$ cat src/rtl/pipe_ctrl.sv
// Pipeline hazard controller for a five-stage Y86-style core: stall/bubble
// generation, halt sequencing on a retiring exception, and performance counters.
module pipe_ctrl (
  input  logic        clk,
  input  logic        reset,
  input  logic [3:0]  D_icode,
  input  logic [3:0]  E_icode,
  input  logic [3:0]  M_icode,
  input  logic [3:0]  W_icode,
  input  logic [3:0]  d_srcA,
  input  logic [3:0]  d_srcB,
  input  logic [3:0]  E_dstM,
  input  logic        e_cnd,
  input  logic [3:0]  m_stat,
  input  logic [3:0]  W_stat,
  output logic        F_stall,
  output logic        D_stall,
  output logic        D_bubble,
  output logic        E_bubble,
  output logic        M_bubble,
  output logic        W_stall,
  output logic [3:0]  cpu_stat,
  output logic        halted,
  output logic [31:0] cycle_cnt,
  output logic [31:0] retire_cnt,
  output logic [31:0] stall_cnt,
  output logic [31:0] bubble_cnt
);

  localparam logic [3:0] I_NOP    = 4'h1;
  localparam logic [3:0] I_MRMOVQ = 4'h5;
  localparam logic [3:0] I_JXX    = 4'h7;
  localparam logic [3:0] I_RET    = 4'h9;
  localparam logic [3:0] I_POPQ   = 4'hB;
  localparam logic [3:0] R_NONE   = 4'hF;

  localparam logic [3:0] S_AOK = 4'd1;
  localparam logic [3:0] S_HLT = 4'd2;
  localparam logic [3:0] S_ADR = 4'd3;
  localparam logic [3:0] S_INS = 4'd4;

  typedef enum logic [1:0] {INIT, RUN, STOP} state_t;
  state_t state;

  logic load_use, ret_pend, mispred, exc_m, exc_w, in_run;

  assign load_use = ((E_icode == I_MRMOVQ) || (E_icode == I_POPQ)) &&
                    (E_dstM != R_NONE) &&
                    ((E_dstM == d_srcA) || (E_dstM == d_srcB));
  assign ret_pend = (D_icode == I_RET) || (E_icode == I_RET) || (M_icode == I_RET);
  assign mispred  = (E_icode == I_JXX) && (e_cnd == 1'b0);
  assign exc_m    = m_stat inside {S_HLT, S_ADR, S_INS};
  assign exc_w    = W_stat inside {S_HLT, S_ADR, S_INS};
  assign in_run   = (state == RUN);

  // NOTE: every output gets a default before the case so no path leaves one unassigned (no latch).
  always_comb begin
    F_stall  = 1'b0;
    D_stall  = 1'b0;
    D_bubble = 1'b0;
    E_bubble = 1'b0;
    M_bubble = 1'b0;
    W_stall  = 1'b0;
    case (state)
      INIT: begin
        D_bubble = 1'b1;
        E_bubble = 1'b1;
        M_bubble = 1'b1;
      end
      RUN: begin
        F_stall  = load_use | ret_pend;
        D_stall  = load_use;
        // A load-use stall holds D, so a pending RET must not also bubble it.
        D_bubble = mispred | (ret_pend & ~load_use);
        E_bubble = mispred | load_use;
        M_bubble = exc_m | exc_w;
        W_stall  = exc_w;
      end
      STOP: begin
        F_stall  = 1'b1;
        D_stall  = 1'b1;
        M_bubble = 1'b1;
        W_stall  = 1'b1;
      end
      default: ;
    endcase
  end

  function automatic logic [31:0] sat_inc(input logic [31:0] v);
    return (v == 32'hFFFF_FFFF) ? v : v + 32'd1;
  endfunction

  logic [31:0] cycle_nxt, retire_nxt, stall_nxt, bubble_nxt;

  assign cycle_nxt  = (state != STOP) ? sat_inc(cycle_cnt) : cycle_cnt;
  assign retire_nxt = (in_run && (W_icode != I_NOP) && (W_stat == S_AOK) && !W_stall)
                      ? sat_inc(retire_cnt) : retire_cnt;
  assign stall_nxt  = (in_run && F_stall) ? sat_inc(stall_cnt) : stall_cnt;
  assign bubble_nxt = (in_run && (D_bubble || E_bubble)) ? sat_inc(bubble_cnt) : bubble_cnt;

  // NOTE: state is updated with non-blocking assignments so every register samples pre-edge values.
  always_ff @(posedge clk) begin
    if (reset) begin
      state      <= INIT;
      cpu_stat   <= S_AOK;
      halted     <= 1'b0;
      cycle_cnt  <= '0;
      retire_cnt <= '0;
      stall_cnt  <= '0;
      bubble_cnt <= '0;
    end else begin
      cycle_cnt  <= cycle_nxt;
      retire_cnt <= retire_nxt;
      stall_cnt  <= stall_nxt;
      bubble_cnt <= bubble_nxt;
      case (state)
        INIT: state <= RUN;
        RUN: begin
          if (exc_w) begin
            state    <= STOP;
            cpu_stat <= W_stat;
            halted   <= 1'b1;
          end
        end
        STOP:    state <= STOP;
        default: state <= INIT;
      endcase
    end
  end

endmodule

$ cat config.mk
export PLATFORM = sky130hd
export DESIGN_NAME = pipe_ctrl
export DESIGN_NICKNAME = d
export VERILOG_FILES = /design/src/rtl/pipe_ctrl.sv
export SDC_FILE = /design/constraint.sdc
export NUM_CORES = 1
export LEC_CHECK = 0
export ABC_AREA = 1
export ABC_CLOCK_PERIOD_IN_PS = 2900
export BUFFER_PORTS_ARGS = -buffer_cell sky130_fd_sc_hd__buf_2
export CORE_ASPECT_RATIO = 1.25
export CORE_UTILIZATION = 60
export CTS_CLUSTER_DIAMETER = 200
export DETAILED_ROUTE_END_ITERATION = 10
export PLACE_DENSITY = 0.83
export SYNTH_ARGS = -nofsm -noshare
export SYNTH_HDL_FRONTEND = slang
export SYNTH_SLANG_ARGS = --single-unit
$ cat constraint.sdc
create_clock -name clk -period 2.9 [get_ports clk]
set_input_delay 0.29 -clock clk [delete_from_list [all_inputs] [get_ports clk]]
set_output_delay 0.29 -clock clk [all_outputs]
set_load 0.03 [all_outputs]
==> summary.txt <==
Status
  – Status: completed

Yosys
  – Top cell type's share of synthesized area: 0.313
  – Commonest cells post-synth: 461 x nand2_1, 173 x nor2_1, 135 x dfxtp_1
  – Top-count cell post-synth: nand2_1
  – Largest cells by area after synthesis: dfxtp_1 31%, nand2_1 20%, nor2_1 7.5%
  – Mapped Area: 8630 µm²
  – Cell variety after synth: 39
  – Top FF cell, synth: dfxtp_1
  – Cells after synthesis: 1,368
  – Syn Area/Cell: between 6 and 7 µm²
  – Synth async-reset ratio: 0
  – Syn nets: 1,415
  – Count of state elements after synthesis: 135
  – Post-synth EDFFs: 0
  – Yosys warns: 0
  – Largest area contributor in the netlist: dfxtp_1
  – Sequential fraction of the synthesis area: 0.313

Floorplanning
  – Die X: 109 µm
  – Row count: 48
  – Initial core utilization: 0.620
  – Die Height: 136 µm
  – Core area: roughly 14,000 µm²
  – Top-level port count: roughly 180
  – Total Die Area: 14,900 µm²

Route
  – Via count: 9,695
  – Initial DRC count: approximately 800
  – Final routed DRC violation total: 0
  – Vias per std cell: 5.66
  – WL/cell: 14.6 µm
  – First drt pass iteration count: 6
  – Final wirelength: 24.9 mm
  – Post-route antenna net violation count: 0

Clock network
  – Setup bufs post-CTS: 0
  – TritonCTS clock tree: done
  – Hold buffer count at CTS: 0
  – Root buf cell: clkbuf_16
  – Worst skew pair latency: 430 ps
  – H-tree depth: 4
  – Clock Pin Slew Worst Setup and Hold Paths: 60 ps
  – CTS resizes: 0
  – CTS buffer count: 17
  – Bufs on Longest Clock Path: 2
  – Clock sink total: about 140

Power and ir drop
  – PwrDens: 538 nW/µm²
  – Peak supply drop: 0.000357 V
  – Leak: 4.16 nW

Min path
  – Worst min path class: in2reg

Timing
  – TNS Setup: 0 ps
  – PnR worst setup slack: 289 ps
  – Final Cycle Share: 0.900
  – Pins over their slew limit: 0
  – Slew Limit Headroom: 0.412
  – RSZ-0062 raised after global routing: false
  – Min cycle time layout: between 2000 and 3000 ps
  – Final setup vio count: 0
  – Slew @ Worst Pin: 882 ps
  – Final Hold Fails: 0
  – Clock Skew: 8.00 ps
  – Max Clk Rate: around 380 MHz

Final layout
  – Finished Core Util: 0.727
  – Ant. Diodes: 0
  – Area delta synth->final: 17.3%
  – Share of layout cells above drive strength 1: 0.163
  – Layout fillers: 1,238
  – Final Net Count: 1,572

Global routing
  – Vias in the first global route: 8,640
  – Overflow after GRT: 0
  – Largest net degree at the start of global routing: 83
  – Antenna violations before repair: 0
  – First-pass GRT wire length: 40.0 mm
  – All-Layer GR Usage: 0.335

Setup path
  – Worst setup path class: reg2out
  – CP required: 2610 ps
  – Crit path launch type: register
  – WP data arrival: 2320 ps
  – Crit Path Max Fanout: 34
  – CP Capture Type: output port
  – R2R setup slack: 480 ps

Placed design
  – PortBufs: 177
  – RD Place Congestion: 0.980
  – Pre-CTS WS: approximately 600 ps
  – Hpwl dp: 17.9 mm

Flow run
  – Number of max-cap violations: 0
[area by class of cell]
cell class,count,area (µm²),share of cell area
multi-input combinational,1088,5290,0.523
sequential,135,2700,0.267
timing repair buffer,187,963,0.0951
clock buffer,23,468,0.0462
inverter,96,360,0.0356
tap,175,219,0.0216
clock inverter,8,121,0.0120
[worst max-delay path, stage by stage, from the launching register on]
cell and delay (ps):
dfxtp_1 330, inv_1 80, ha_2 220, buf_4 260, nand2_1 80, inv_1 80
nand3_1 110, nand3_2 110, buf_4 330, buf_2 270
[kinds of logic after synthesis]
kind of cell    count (synthesis)  share of synthesized area
simple gates                  852                      0.430
buf+inv                       145                     0.0742
compound gates                142                     0.0843
flops                         135                      0.313
xor+xnor                       86                     0.0872
fa+ha+maj                       8                     0.0116
[power breakdown]
part | internal, mW | switching [mW] | total, mW
clock | 1.39 | 0.828 | 2.22
sequential | 1.90 | 0.0495 | 1.95
combinational | 0.306 | 0.976 | 1.28
total | 3.60 | 1.85 | 5.45
[flip-flops by register name, indices dropped and copies added (netlist names)]
signal,count
retire_cnt,32
bubble_cnt,32
state,2
cycle_cnt,32
stall_cnt,32
halted,1
cpu_stat,4
[stage by stage]
step / power (mW) / hold WS (ps) / instance area, µm² / instances
2_1_floorplan: 2.95 / 380 / 8630 / 1368
3_3_place_gp: 3.24 / 453 / 9540 / 1681
3_5_place_dp: 3.25 / 461 / 9540 / 1681
4_1_cts: 5.45 / 120 / 10100 / 1712
5_1_grt: 5.64 / 128 / 10100 / 1712
6_report: 5.45 / 140 / 10100 / 1712
[cells in the final DEF (no fill, tap or decap), types with 30 or more instances in the layout]
cell type / netlist / routed
nor2_1: 173 / 173
buf_2: 5 / 176
xor2_1: 56 / 56
a21oi_1: 121 / 121
nand3_1: 55 / 55
inv_1: 86 / 86
xnor2_1: 30 / 30
nor3_1: 40 / 40
dfxtp_1: 135 / 135
nand4_1: 68 / 68
nand2_1: 461 / 461
[metal layers]
layer	vias up	global-route usage	share of wire
met2	406	0.588	0.49
met5	-	0	0
li1	4759	-	-
met1	4441	0.398	0.41
met4	0	0.137	0.036
met3	89	0.0599	0.060
[final timing paths]
check | cells after the start | to | from
min reg2reg | 2 | cpu_stat[2] | cpu_stat[2]
max reg2reg | 10 | retire_cnt[17] | retire_cnt[1]
min | 2 | cpu_stat[1] | W_stat[2]
max | 9 | F_stall | state[1]
(Power assumes the default switching activity.)
